[src/rtl/avalon_s_arb_crossbar.sv]
// NH-host x ND-device Avalon-MM crossbar with a registered arbiter per device.
// Unmapped addresses complete with ERR_DATA and a one-cycle decode_err pulse.
module avalon_s_arb_crossbar #(
  parameter int NH = 3,
  parameter int ND = 2,
  parameter int AW = 32,
  parameter int DW = 32,
  parameter bit RR_EN = 1'b1,
  parameter logic [DW-1:0] ERR_DATA = 32'hDEAD_BEEF
) (
  input  logic                       clk,
  input  logic                       rst,
  input  logic [ND-1:0][AW-1:0]      devices_address_low,
  input  logic [ND-1:0][AW-1:0]      devices_address_high,
  input  logic [NH-1:0]              hosts_avn_read,
  input  logic [NH-1:0]              hosts_avn_write,
  input  logic [NH-1:0][AW-1:0]      hosts_avn_address,
  input  logic [NH-1:0][DW/8-1:0]    hosts_avn_byte_enable,
  input  logic [NH-1:0][DW-1:0]      hosts_avn_writedata,
  output logic [NH-1:0][DW-1:0]      hosts_avn_readdata,
  output logic [NH-1:0]              hosts_avn_waitrequest,
  output logic [ND-1:0]              devices_avn_read,
  output logic [ND-1:0]              devices_avn_write,
  output logic [ND-1:0][AW-1:0]      devices_avn_address,
  output logic [ND-1:0][DW/8-1:0]    devices_avn_byte_enable,
  output logic [ND-1:0][DW-1:0]      devices_avn_writedata,
  input  logic [ND-1:0][DW-1:0]      devices_avn_readdata,
  input  logic [ND-1:0]              devices_avn_waitrequest,
  output logic [NH-1:0]              decode_err
);

  localparam int HW = (NH > 1) ? $clog2(NH) : 1;
  localparam int DIW = (ND > 1) ? $clog2(ND) : 1;

  typedef enum logic {D_IDLE, D_BUSY} dst_t;
  typedef enum logic {H_IDLE, H_ERR} hst_t;

  dst_t [ND-1:0]          r_dst;
  logic [ND-1:0][HW-1:0]  r_grant;
  logic [ND-1:0][HW-1:0]  r_ptr;
  hst_t [NH-1:0]          r_hst;

  logic [NH-1:0]          w_req;
  logic [NH-1:0]          w_hit;
  logic [NH-1:0][DIW-1:0] w_tgt;
  logic [ND-1:0][NH-1:0]  w_rq;
  logic [ND-1:0]          w_any;
  logic [ND-1:0][HW-1:0]  w_win;

  // Descending scan so the lowest matching window wins on overlap.
  always_comb begin
    w_req = '0;
    w_hit = '0;
    w_tgt = '0;
    for (int h = 0; h < NH; h++) begin
      w_req[h] = hosts_avn_read[h] | hosts_avn_write[h];
      for (int d = ND - 1; d >= 0; d--) begin
        if (hosts_avn_address[h] >= devices_address_low[d] &&
            hosts_avn_address[h] <= devices_address_high[d]) begin
          w_hit[h] = 1'b1;
          w_tgt[h] = DIW'(d);
        end
      end
    end
  end

  always_comb begin
    w_rq = '0;
    for (int d = 0; d < ND; d++)
      for (int h = 0; h < NH; h++)
        w_rq[d][h] = w_req[h] & w_hit[h] & (w_tgt[h] == DIW'(d));
  end

  // First requester at or above the pointer; the pointer stays 0 in fixed mode.
  always_comb begin
    w_any = '0;
    w_win = '0;
    for (int d = 0; d < ND; d++) begin
      for (int k = NH - 1; k >= 0; k--) begin
        if (w_rq[d][(int'(r_ptr[d]) + k) % NH]) begin
          w_any[d] = 1'b1;
          w_win[d] = HW'((int'(r_ptr[d]) + k) % NH);
        end
      end
    end
  end

  always_ff @(posedge clk or negedge rst) begin
    if (!rst) begin
      for (int d = 0; d < ND; d++) begin
        r_dst[d]   <= D_IDLE;
        r_grant[d] <= '0;
        r_ptr[d]   <= '0;
      end
    end else begin
      for (int d = 0; d < ND; d++) begin
        case (r_dst[d])
          D_IDLE: begin
            if (w_any[d]) begin
              r_dst[d]   <= D_BUSY;
              r_grant[d] <= w_win[d];
            end
          end
          D_BUSY: begin
            if (!w_rq[d][r_grant[d]]) begin
              r_dst[d] <= D_IDLE;
            end else if (!devices_avn_waitrequest[d]) begin
              r_dst[d] <= D_IDLE;
              r_ptr[d] <= RR_EN ? HW'((int'(r_grant[d]) + 1) % NH) : '0;
            end
          end
          default: r_dst[d] <= D_IDLE;
        endcase
      end
    end
  end

  always_ff @(posedge clk or negedge rst) begin
    if (!rst) begin
      for (int h = 0; h < NH; h++) r_hst[h] <= H_IDLE;
    end else begin
      for (int h = 0; h < NH; h++) begin
        case (r_hst[h])
          H_IDLE:  if (w_req[h] && !w_hit[h]) r_hst[h] <= H_ERR;
          H_ERR:   r_hst[h] <= H_IDLE;
          default: r_hst[h] <= H_IDLE;
        endcase
      end
    end
  end

  always_comb begin
    devices_avn_read        = '0;
    devices_avn_write       = '0;
    devices_avn_address     = '0;
    devices_avn_byte_enable = '0;
    devices_avn_writedata   = '0;
    for (int d = 0; d < ND; d++) begin
      if (r_dst[d] == D_BUSY) begin
        devices_avn_read[d]        = hosts_avn_read[r_grant[d]];
        devices_avn_write[d]       = hosts_avn_write[r_grant[d]];
        devices_avn_address[d]     = hosts_avn_address[r_grant[d]];
        devices_avn_byte_enable[d] = hosts_avn_byte_enable[r_grant[d]];
        devices_avn_writedata[d]   = hosts_avn_writedata[r_grant[d]];
      end
    end
  end

  always_comb begin
    hosts_avn_waitrequest = '1;
    hosts_avn_readdata    = '0;
    decode_err            = '0;
    for (int h = 0; h < NH; h++) begin
      if (r_hst[h] == H_ERR) begin
        hosts_avn_waitrequest[h] = 1'b0;
        hosts_avn_readdata[h]    = ERR_DATA;
        decode_err[h]            = 1'b1;
      end
      for (int d = 0; d < ND; d++) begin
        if (r_dst[d] == D_BUSY && r_grant[d] == HW'(h) &&
            w_rq[d][h] && !devices_avn_waitrequest[d]) begin
          hosts_avn_waitrequest[h] = 1'b0;
          hosts_avn_readdata[h]    = devices_avn_readdata[d];
        end
      end
    end
  end

endmodule

[config.mk]
export PLATFORM = sky130hd
export DESIGN_NAME = avalon_s_arb_crossbar
export DESIGN_NICKNAME = d
export VERILOG_FILES = /design/src/rtl/avalon_s_arb_crossbar.sv
export SDC_FILE = /design/constraint.sdc
export NUM_CORES = 1
export LEC_CHECK = 0
export CORE_AREA = 8 8 247 249
export DETAILED_ROUTE_END_ITERATION = 8
export DIE_AREA = 0 0 255 257
export SYNTH_ARGS = -nofsm -noshare
export SYNTH_HDL_FRONTEND = slang
export SYNTH_SLANG_ARGS = --single-unit
export TNS_END_PERCENT = 30
[constraint.sdc]
create_clock -name clk -period 6.5 [get_ports clk]
set_clock_uncertainty 0.15 [all_clocks]
set_input_delay 1.3 -clock clk [delete_from_list [all_inputs] [get_ports clk]]
set_output_delay 1.3 -clock clk [all_outputs]
set_load 0.05 [all_outputs]
==> impl_summary.md, run 1 <==
Status
The flow ran to the end, and the final reports show no timing, DRC or antenna violations.

Global route
The first global-routing pass estimated 134.8 mm of wire. The number of global-route vias before repair is 20,197. The total grt overflow is 0.

The overall track demand over capacity in global routing is 26.84%. The number of antenna violations at the first check in global routing is 19. The maximum number of pins on one net before global-route repair is 71.

Clocking
For this design, the CTS-stage hold fixing added 0 buffers. CTS built an H-tree with a depth of 1. The clock-pin slew reported for the worst setup and hold paths after clock tree synthesis is 0.05 ns. The CTS tree is yes. The clock passes through at most 2 buffers. Buffers inserted during clock tree synthesis total 3.

The number of sinks driven by the clock tree is 13. The cell at the root of the clock tree is sky130_fd_sc_hd__clkbuf_16. The latest clock arrival within the worst-skew pair is 0.24 ns.

Run
Across the run, the number of max-cap violations was 0.

Synthesis
After synthesis, the netlist uses 75 different library cells. Yosys attributes the largest share of cell area to sky130_fd_sc_hd__ha_1, sky130_fd_sc_hd__a21oi_1, sky130_fd_sc_hd__mux2i_1. The top cell type by total area after synthesis is sky130_fd_sc_hd__ha_1.

The mapped cell area is 0.01502 mm². The synthesis-stage register bit count is 13. The async set-or-reset flop fraction in the synthesized netlist is 100.0%. Counting flops with a built-in enable in the synthesized netlist gives 0.

The predominant post-synthesis flop cell is sky130_fd_sc_hd__dfrtp_1. The share of Yosys cell area claimed by the top area cell type is 33.31%. Counting every instance in the synthesized netlist gives 2,135. The portion of the post-synthesis area used by sequential elements is 2.165%.

The number of warning messages in the yosys log is 0. The number of nets in the synthesized netlist is 2,941. The average instance in the mapped netlist occupies 7.037 µm².

Floorplan
The horizontal extent of the die is 255 µm. The overall die area is 0.06554 mm². Once the floorplan was initialized, standard cells occupied 26.34% of the core. The number of rows in the core area is 88.

The placeable core area is 0.05703 mm². The count of pins on the block boundary is 648. The height of the die is 257 µm.

Worst setup path
STA classifies the critical path startpoint as an input port. STA puts the critical path data required time at 5.05 ns. The signal on the critical path passes through clkdlybuf4s50_1 -> inv_1 -> ha_1 -> nand4_1 -> buf_4 -> nor2_1 -> a21oi_1 -> or4b_4 -> a311o_2 -> nor3_4 -> and3_4 -> nand2b_4 -> clkbuf_16 -> a31oi_1 -> buf_4. Along the worst path, the maximum fanout reaches 12. In this design, the largest share of critical-path delay is due to simple AND/OR/NAND/NOR gates. Data on the critical path arrives at its endpoint at 5.00 ns. The worst setup path is of the in2out kind. The endpoint of the lowest-slack register-to-register path is r_ptr[3]$_DFFE_PN0P_. The reg-to-reg setup timing slack is 3.63 ns.

In this run the critical register-to-register path is launched from r_grant[2]$_DFFE_PN0P_. The cell that appears most often on the critical path is sky130_fd_sc_hd__buf_4. The cell with the biggest individual delay on the critical path is sky130_fd_sc_hd__or4b_4. The largest stage delay on the critical path is 0.55 ns. The number of cells on the worst reg-to-reg path is 5. STA classifies the critical path endpoint as a primary output. The critical path buffer and inverter count is 5.

Drt
The routed layout has 19,981 vias. The total length of routed wires is 94.05 mm. Using the TritonRoute via totals, the vias-per-cell ratio works out to 5.468. The average detailed-routed wire length per instance is 25.74 µm. The first routing iteration left 1,443 violations. In this run the remaining antenna-violating nets after routing total 0. For this run, design rule violations remaining after detail routing come to 0. Before antenna repair, the detailed router went through 6 iterations.

Placement
The HPWL after detailed placement is 79.61 mm. During placement, the flow inserted port buffers numbering 647. OpenSTA, run right after detailed placement, puts the worst setup slack at -0.3544 ns. Routability-driven placement finished with a final weighted congestion of 0.9741. Counting tap cells, the placed design contains a total of 3,624 instances.

Layout
The non-filler instance count after layout is 3,654. The library cells used most frequently in the layout, excluding fill and tap cells, are sky130_fd_sc_hd__clkdlybuf4s50_1, sky130_fd_sc_hd__ha_1, sky130_fd_sc_hd__a21oi_1, sky130_fd_sc_hd__buf_4, sky130_fd_sc_hd__nor2_1. The most common library cell in the layout ignoring fill and taps is sky130_fd_sc_hd__clkdlybuf4s50_1.

The fill cell instance count of the final layout is 5,804. Measured on the finished design, the core utilization comes to 43.17%. The post-route netlist has 12.59% of its cells at a drive strength greater than 1.

At the end of the flow, the number of nets in the layout was 3,683. The area growth from synthesis to layout is 63.88%.

Timing
The pin slew with the least headroom to its limit is 0.8620 ns. Hold timing on the final database bottoms out at a slack of 0.3897 ns. The hold violation count in the final report is 0. After layout, the minimum clock period comes to 6.450 ns. After layout, the worst setup slack is 0.05011 ns. The number of max-slew violations in the final report came to 0. Setup violations remaining at the end of the flow were counted as 0. The highest attainable clock frequency is 155.0 MHz.

In this run the tightest slew margin relative to its limit is 42.40%. The share of the cycle needed by the critical path after routing is 99.23%.

Power
The leakage power figure is 10.86 nW. The peak supply drop is 0.1999 mV. The total power draw is 0.006075 W.

The total power density per cell area is 246.7 mW/mm².

Min path
The worst hold path depth is 1. The terminating pin of the worst hold path is r_grant[1]$_DFFE_PN0P_. The type of the tightest min-delay check is reg2reg. The hold path startpoint is r_dst[0]$_DFF_PN0_.
## layer usage
layer	share of wire [%]	track usage, %	vias to the layer above
met4	3.9	9.338	4
li1	-	-	9313
met2	50	48.56	946
met1	39	31.48	9565
met5	0.032	0	-
met3	7.3	4.335	153
## layout make-up
cell class	instances	area (µm²)	share of cell area, %
Clock buffer	4	78.83	0.3201
Timing Repair Buffer	838	8642	35.10
Sequential cell	13	342.8	1.392
Inverter	150	563.0	2.287
Multi-Input combinational cell	1871	14010	56.88
Tap cell	765	957.2	3.887
Antenna cell	13	32.53	0.1321
## flip-flops by register name (all words and copies together), names as in the netlist
register / count
r_grant: 4
r_ptr: 4
r_hst: 3
r_dst: 2
## worst max-delay path by stage
stage                              from                     end  cells after the start
4_1_cts            hosts_avn_address[0]   hosts_avn_readdata[8]                     16
3_3_place_gp      hosts_avn_address[87]  hosts_avn_readdata[80]                     15
5_1_grt           hosts_avn_address[37]  hosts_avn_readdata[32]                     14
3_5_place_dp      hosts_avn_address[87]  hosts_avn_readdata[77]                     15
6_report       devices_address_high[13]  hosts_avn_readdata[60]                     15
2_1_floorplan   devices_address_low[25]  hosts_avn_readdata[67]                     15
## report_power, final
part	internal (W)	total, W	leakage (nW)	switching (W)
clock	0.0000831	0.000120	0.0382	0.0000372
combinational	0.00209	0.00563	10.7	0.00354
sequential	0.000117	0.000321	0.156	0.000205
## worst register-to-register path, delay by kind of cell (launching register included)
family	cells	cell delay, ns
simple gates	2	1.02
flops	1	0.72
mux	1	0.34
buf+inv	1	0.26
compound gates	1	0.26
## cell families (layout without fill, tap and decap cells)
group                    after synthesis  in the layout  synth area share [%]
buffers and inverters                251            992                 6.646
AND/OR/NAND/NOR                      704            704                 23.35
AO/OA/AOI/OAI                        618            618                 24.54
adder cells (fa/ha/maj)              400            400                 33.31
multiplexers                         149            149                 9.985
other                                  0             13                     0
flip-flops                            13             13                 2.165
## cells in the mapped netlist, drive strengths merged, types with 7 or more instances
master	count
and4	13
nor2	202
nand2b	9
clkbuf	61
a211o	7
nor4	10
ha	400
or2	7
mux2i	145
a211oi	15
a221o	7
nand2	168
a22o	24
inv	150
nand3	38
buf	40
a2111oi	10
nor3	18
nor2b	154
a21o	29
nand4	62
a221oi	16
dfrtp	13
o21ai	105
a31oi	30
a21oi	328
o211ai	9
## stage by stage
stage	setup TNS, ns	instance area, µm²
2_1_floorplan	0	15020
5_1_grt	-0.1620	24610
6_report	0	24620
4_1_cts	0	24230
3_3_place_gp	-8.553	24030
3_5_place_dp	-10.75	24030
## what timing repair did
item                       CTS  global route
buffers inserted             0             8
resized for setup           29            45
pin swaps                    2            25
setup endpoints to repair   92            92
cloned                       0             5
Power figures use the tool's default switching activity.
==> run 2: changes to the inputs <==
--- a/config.mk
+++ b/config.mk
@@ -8,6 +8,7 @@
 export CORE_AREA = 8 8 247 249
 export DETAILED_ROUTE_END_ITERATION = 8
 export DIE_AREA = 0 0 255 257
+export GPL_TIMING_DRIVEN = 1
 export SYNTH_ARGS = -nofsm -noshare
 export SYNTH_HDL_FRONTEND = slang
 export SYNTH_SLANG_ARGS = --single-unit
==> results of run 2 <==
Final layout, timing and power as in run 1 (identical DEF).
==> run 3: changes to the inputs <==
--- a/config.mk
+++ b/config.mk
@@ -5,9 +5,10 @@
 export SDC_FILE = /design/constraint.sdc
 export NUM_CORES = 1
 export LEC_CHECK = 0
-export CORE_AREA = 8 8 247 249
+export ABC_AREA = 1
+export CORE_AREA = 8 8 245 247
 export DETAILED_ROUTE_END_ITERATION = 8
-export DIE_AREA = 0 0 255 257
+export DIE_AREA = 0 0 253 255
 export GPL_TIMING_DRIVEN = 1
 export SYNTH_ARGS = -nofsm -noshare
 export SYNTH_HDL_FRONTEND = slang
==> impl_summary.md, run 3 <==
Drt
The number of remaining DRC errors is 0 (unchanged). The starting DRC count in detailed routing is 1,374 (was 1,443). The total length of routed wires is 83.17 mm (was 94.05 mm). The length of the first detailed-routing pass in iterations came to 5 (was 6). The final antenna-violating net count is 0 (unchanged). The average detailed-routed wire length per instance came to 21.70 µm (was 25.74 µm).

The post-detailed-route via-to-cell ratio is 5.075 (was 5.468). The detailed-route via count is 19,448 (was 19,981).

Layout
The core occupancy in the finished layout came to 41.46% (was 43.17%). The area growth from synthesis to layout is 54.18% (was 63.88%). The ratio of cells with drive above 1 in the final layout is 7.682% (was 12.59%).

The most common library cell in the layout ignoring fill and taps is sky130_fd_sc_hd__clkdlybuf4s50_1 (unchanged). The final layout net count is 3,879 (was 3,683). Commonest cells after routing, fill and taps aside: sky130_fd_sc_hd__clkdlybuf4s50_1, sky130_fd_sc_hd__nand2_1, sky130_fd_sc_hd__a21oi_1, sky130_fd_sc_hd__ha_1, sky130_fd_sc_hd__inv_1 (was sky130_fd_sc_hd__clkdlybuf4s50_1, sky130_fd_sc_hd__ha_1, sky130_fd_sc_hd__a21oi_1, sky130_fd_sc_hd__buf_4, sky130_fd_sc_hd__nor2_1). Leading registers by flop count: r_grant x4, r_ptr x4, r_hst x3 (unchanged).

Clocking
The number of buffers created by CTS is 3 (unchanged). The total of hold buffers inserted after clock tree synthesis is 0 (unchanged). The clock-pin slew reported for the worst setup and hold paths after clock tree synthesis is 0.05 ns (about the same).

The number of H-tree levels is 1 (unchanged). The cell at the root of the clock tree is sky130_fd_sc_hd__clkbuf_16 (unchanged). The number of sinks driven by the clock tree is 13 (unchanged). The latest clock arrival within the worst-skew pair is 0.24 ns (about the same). The CTS tree was yes (unchanged).

The deepest clock path buffer count was 2 (unchanged).

Global route
The maximum number of pins on one net before global-route repair is 96 (was 71). The number of global-route vias before repair is 18,635 (was 20,197). The wire length of the first global-routing pass came to 118.6 mm (was 134.8 mm). The number of antenna violations at the first check in global routing is 7 (was 19). The total grt overflow is 0 (unchanged).

The overall track demand over capacity in global routing came to 23.81% (was 26.84%).

Synthesis
The synthesis-stage register bit count is 13 (unchanged). The distinct cell type count after synthesis is 40 (was 75). The predominant post-synthesis flop cell was sky130_fd_sc_hd__dfrtp_1 (unchanged).

Commonest cells in the netlist: sky130_fd_sc_hd__nand2_1, sky130_fd_sc_hd__a21oi_1, sky130_fd_sc_hd__ha_1 (was sky130_fd_sc_hd__ha_1, sky130_fd_sc_hd__a21oi_1, sky130_fd_sc_hd__nor2_1). The portion of the post-synthesis area used by sequential elements was 2.162% (was 2.165%). The share of Yosys cell area claimed by the top area cell type is 33.26% (was 33.31%). Top post-synthesis cells by area: sky130_fd_sc_hd__ha_1, sky130_fd_sc_hd__a21oi_1, sky130_fd_sc_hd__nand2_1 (was sky130_fd_sc_hd__ha_1, sky130_fd_sc_hd__a21oi_1, sky130_fd_sc_hd__mux2i_1). The total nets after synthesis is 3,278 (was 2,941). The async set-or-reset flop fraction in the synthesized netlist is 100.0% (unchanged).

The mapped cell area came to 0.01505 mm² (was 0.01502 mm²). The top cell type by total area after synthesis is sky130_fd_sc_hd__ha_1 (unchanged). The most frequent cell after synthesis was sky130_fd_sc_hd__nand2_1 (was sky130_fd_sc_hd__ha_1). The number of flops mapped to enable cells by yosys came to 0 (unchanged). The post-synthesis average cell area is 6.086 µm² (was 7.037 µm²). The number of warning messages in the yosys log was 0 (unchanged). The post-synthesis instance total is 2,472 (was 2,135).

Power
The internal power is 0.002188 W (was 0.002288 W). The combinational share of power is 95.2% (was 92.7%). The switching power is 0.004180 W (was 0.003787 W). The clock share of power is 1.9% (was 2.0%). The sequential group share of total power came to 3.0% (was 5.3%).

The net switching fraction of the power is 65.64% (was 62.34%). The peak supply drop is 0.2068 mV (was 0.1999 mV). The leakage power figure was 11.15 nW (was 10.86 nW). The total power density per cell area is 274.5 mW/mm² (was 246.7 mW/mm²).

Timing
The share of the cycle needed by the critical path after routing came to 97.90% (was 99.23%). The worst slew slack as a fraction of its limit is 25.01% (was 42.40%). The final sum of negative setup slack is 0 ns (unchanged). The highest attainable clock frequency is 157.1 MHz (was 155.0 MHz). The final count of negative-setup-slack endpoints is 0 (unchanged). The hold violation count in the final report came to 0 (unchanged). The minimum clock period after layout is 6.364 ns (was 6.450 ns). Setup repair after global routing left no endpoint under its margin. The number of max-slew violations in the final report came to 0 (unchanged). The pin slew with the least headroom to its limit was 1.122 ns (was 0.8620 ns).

Worst setup path
The maximum net fanout on the critical path is 13 (was 12). The category of the worst setup path capture point is a primary output (unchanged). The data arrival at the endpoint of the critical path came to 4.91 ns (was 5.00 ns).

The worst reg2reg path startpoint was r_grant[0]$_DFFE_PN0P_ (was r_grant[2]$_DFFE_PN0P_). The timing endpoint of the critical path is hosts_avn_readdata[65] (was hosts_avn_readdata[60]). The reg-to-reg setup timing slack was 4.04 ns (was 3.63 ns). The number of cells on the critical path came to 17 (was 15).

The critical path buffer and inverter count is 6 (was 5). The beginning of the critical path is hosts_avn_address[91] (was devices_address_high[13]). The critical path data required time is 5.05 ns (about the same). The cell with the biggest individual delay on the critical path is sky130_fd_sc_hd__clkdlybuf4s50_1 (was sky130_fd_sc_hd__or4b_4). The kind of cell adding the most delay to the critical path is simple AND/OR/NAND/NOR gates (unchanged).

The worst setup path category was in2out (unchanged). The element type at the critical path start is an input port (unchanged). The path depth of the worst reg2reg path is 8 (was 5). The largest stage delay on the critical path is 0.58 ns (was 0.55 ns). Sequence of cells on the critical path: clkdlybuf4s50_1 -> buf_4 -> ha_1 -> nand2_1 -> inv_1 -> nand4_1 -> nor2_4 -> nand4_1 -> nand3_1 -> nand2_1 -> nor2_2 -> nand2_1 -> inv_2 -> nand4_4 -> buf_4 -> o22ai_1 -> buf_4 (was clkdlybuf4s50_1 -> inv_1 -> ha_1 -> nand4_1 -> buf_4 -> nor2_1 -> a21oi_1 -> or4b_4 -> a311o_2 -> nor3_4 -> and3_4 -> nand2b_4 -> clkbuf_16 -> a31oi_1 -> buf_4).

The endpoint of the lowest-slack register-to-register path is r_ptr[0]$_DFFE_PN0P_ (was r_ptr[3]$_DFFE_PN0P_).

Placement
The number of port buffers was 647 (unchanged). The final weighted congestion in routability-driven placement is 0.9684 (was 0.9741). The HPWL after detailed placement is 68.96 mm (was 79.61 mm).

Floorplan
The initial core utilization is 26.89% (was 26.34%). The height of the die was 255 µm (was 257 µm). The overall die area came to 0.06452 mm² (was 0.06554 mm²). The placeable core area is 0.05595 mm² (was 0.05703 mm²). The count of pins on the block boundary is 648 (unchanged). The number of rows in the core area is 87 (was 88).

The horizontal extent of the die was 253 µm (was 255 µm).

Min path
The type of the tightest min-delay check is reg2reg (unchanged).

Run
The count of max-cap constraint violations is 0 (unchanged).

Status
Outcome: completed (unchanged).
[run 3: changes by cell type after synthesis, moves of 40 or more]
cell	previous run	this run
sky130_fd_sc_hd__nand2_1	168	512
sky130_fd_sc_hd__inv_1	149	337
sky130_fd_sc_hd__nor2b_1	154	0
sky130_fd_sc_hd__mux2i_1	145	0
sky130_fd_sc_hd__o21ai_0	58	192
sky130_fd_sc_hd__a21oi_1	327	459
sky130_fd_sc_hd__o22ai_1	2	55
sky130_fd_sc_hd__o21ai_1	47	2
sky130_fd_sc_hd__o22ai_2	1	41
[run 3: layer usage]
| layer | routed length, µm | share of wire, % | vias to the layer above | GRT usage (%) |
|---|---|---|---|---|
| li1 | - | - | 9705 | - |
| met1 | 34810 | 42 | 8893 | 29.69 |
| met2 | 40090 | 48 | 743 | 41.66 |
| met3 | 6083 | 7.3 | 105 | 4.680 |
| met4 | 2171 | 2.6 | 2 | 5.983 |
| met5 | 13 | 0.016 | - | 0 |
[run 3: area by class of cell]
type,instances,area (µm²)
Inverter,346,1305
Multi-Input combinational cell,2017,13020
Sequential cell,13,332.8
Fill cell,6011,32750
Timing Repair Buffer,692,7510
Tap cell,756,945.9
Antenna cell,4,10.01
Clock buffer,4,78.83
[run 3: metrics by stage]
stage / setup WS [ns] / hold WS [ns] / power, W / std cells / area (µm²)
6_report: 0.1364 / 0.3187 / 0.006368 / 3832 / 23200
5_1_grt: 0.008187 / 0.3505 / 0.006744 / 3831 / 23190
4_1_cts: 0.04219 / 0.3227 / 0.006366 / 3823 / 23120
3_5_place_dp: -0.07125 / 0.3166 / 0.006230 / 3819 / 23040
3_3_place_gp: 0.002993 / 0.3107 / 0.006231 / 3819 / 23040
2_1_floorplan: 1.331 / 0.3400 / 0.003877 / 2472 / 15050
[run 3: cells by family after synthesis]
logic type	share of synthesized area, %
flops	2.162
compound gates	29.19
buf+inv	11.68
fa+ha+maj	33.26
simple gates	23.70
[run 3: worst min-delay path by stage]
stage / startpoint / end / cells after the start
5_1_grt: r_hst[1]$_DFF_PN0_ / r_hst[1]$_DFF_PN0_ / 1
6_report: r_hst[1]$_DFF_PN0_ / r_hst[1]$_DFF_PN0_ / 1
2_1_floorplan: r_ptr[3]$_DFFE_PN0P_ / r_ptr[3]$_DFFE_PN0P_ / 2
4_1_cts: r_hst[1]$_DFF_PN0_ / r_hst[1]$_DFF_PN0_ / 1
3_5_place_dp: r_hst[1]$_DFF_PN0_ / r_hst[1]$_DFF_PN0_ / 1
3_3_place_gp: r_hst[1]$_DFF_PN0_ / r_hst[1]$_DFF_PN0_ / 1
[run 3: repair_timing]
action	4_1_cts	5_1_grt
resized for setup	1	4
pin swaps	0	1
endpoints found under the setup margin	25	55
gates cloned	0	2
setup buffers	0	3
hold endpoints to repair	0	0
[run 3: power by group through the flow]
stage                     Combinational, W  Clock, W  Sequential [W]
final                              0.00606  0.000120        0.000189
after global routing               0.00643  0.000125        0.000193
after CTS                          0.00606  0.000120        0.000184
after detailed placement           0.00604         0        0.000185
after global placement             0.00605         0        0.000184
after floorplan                    0.00372         0        0.000157
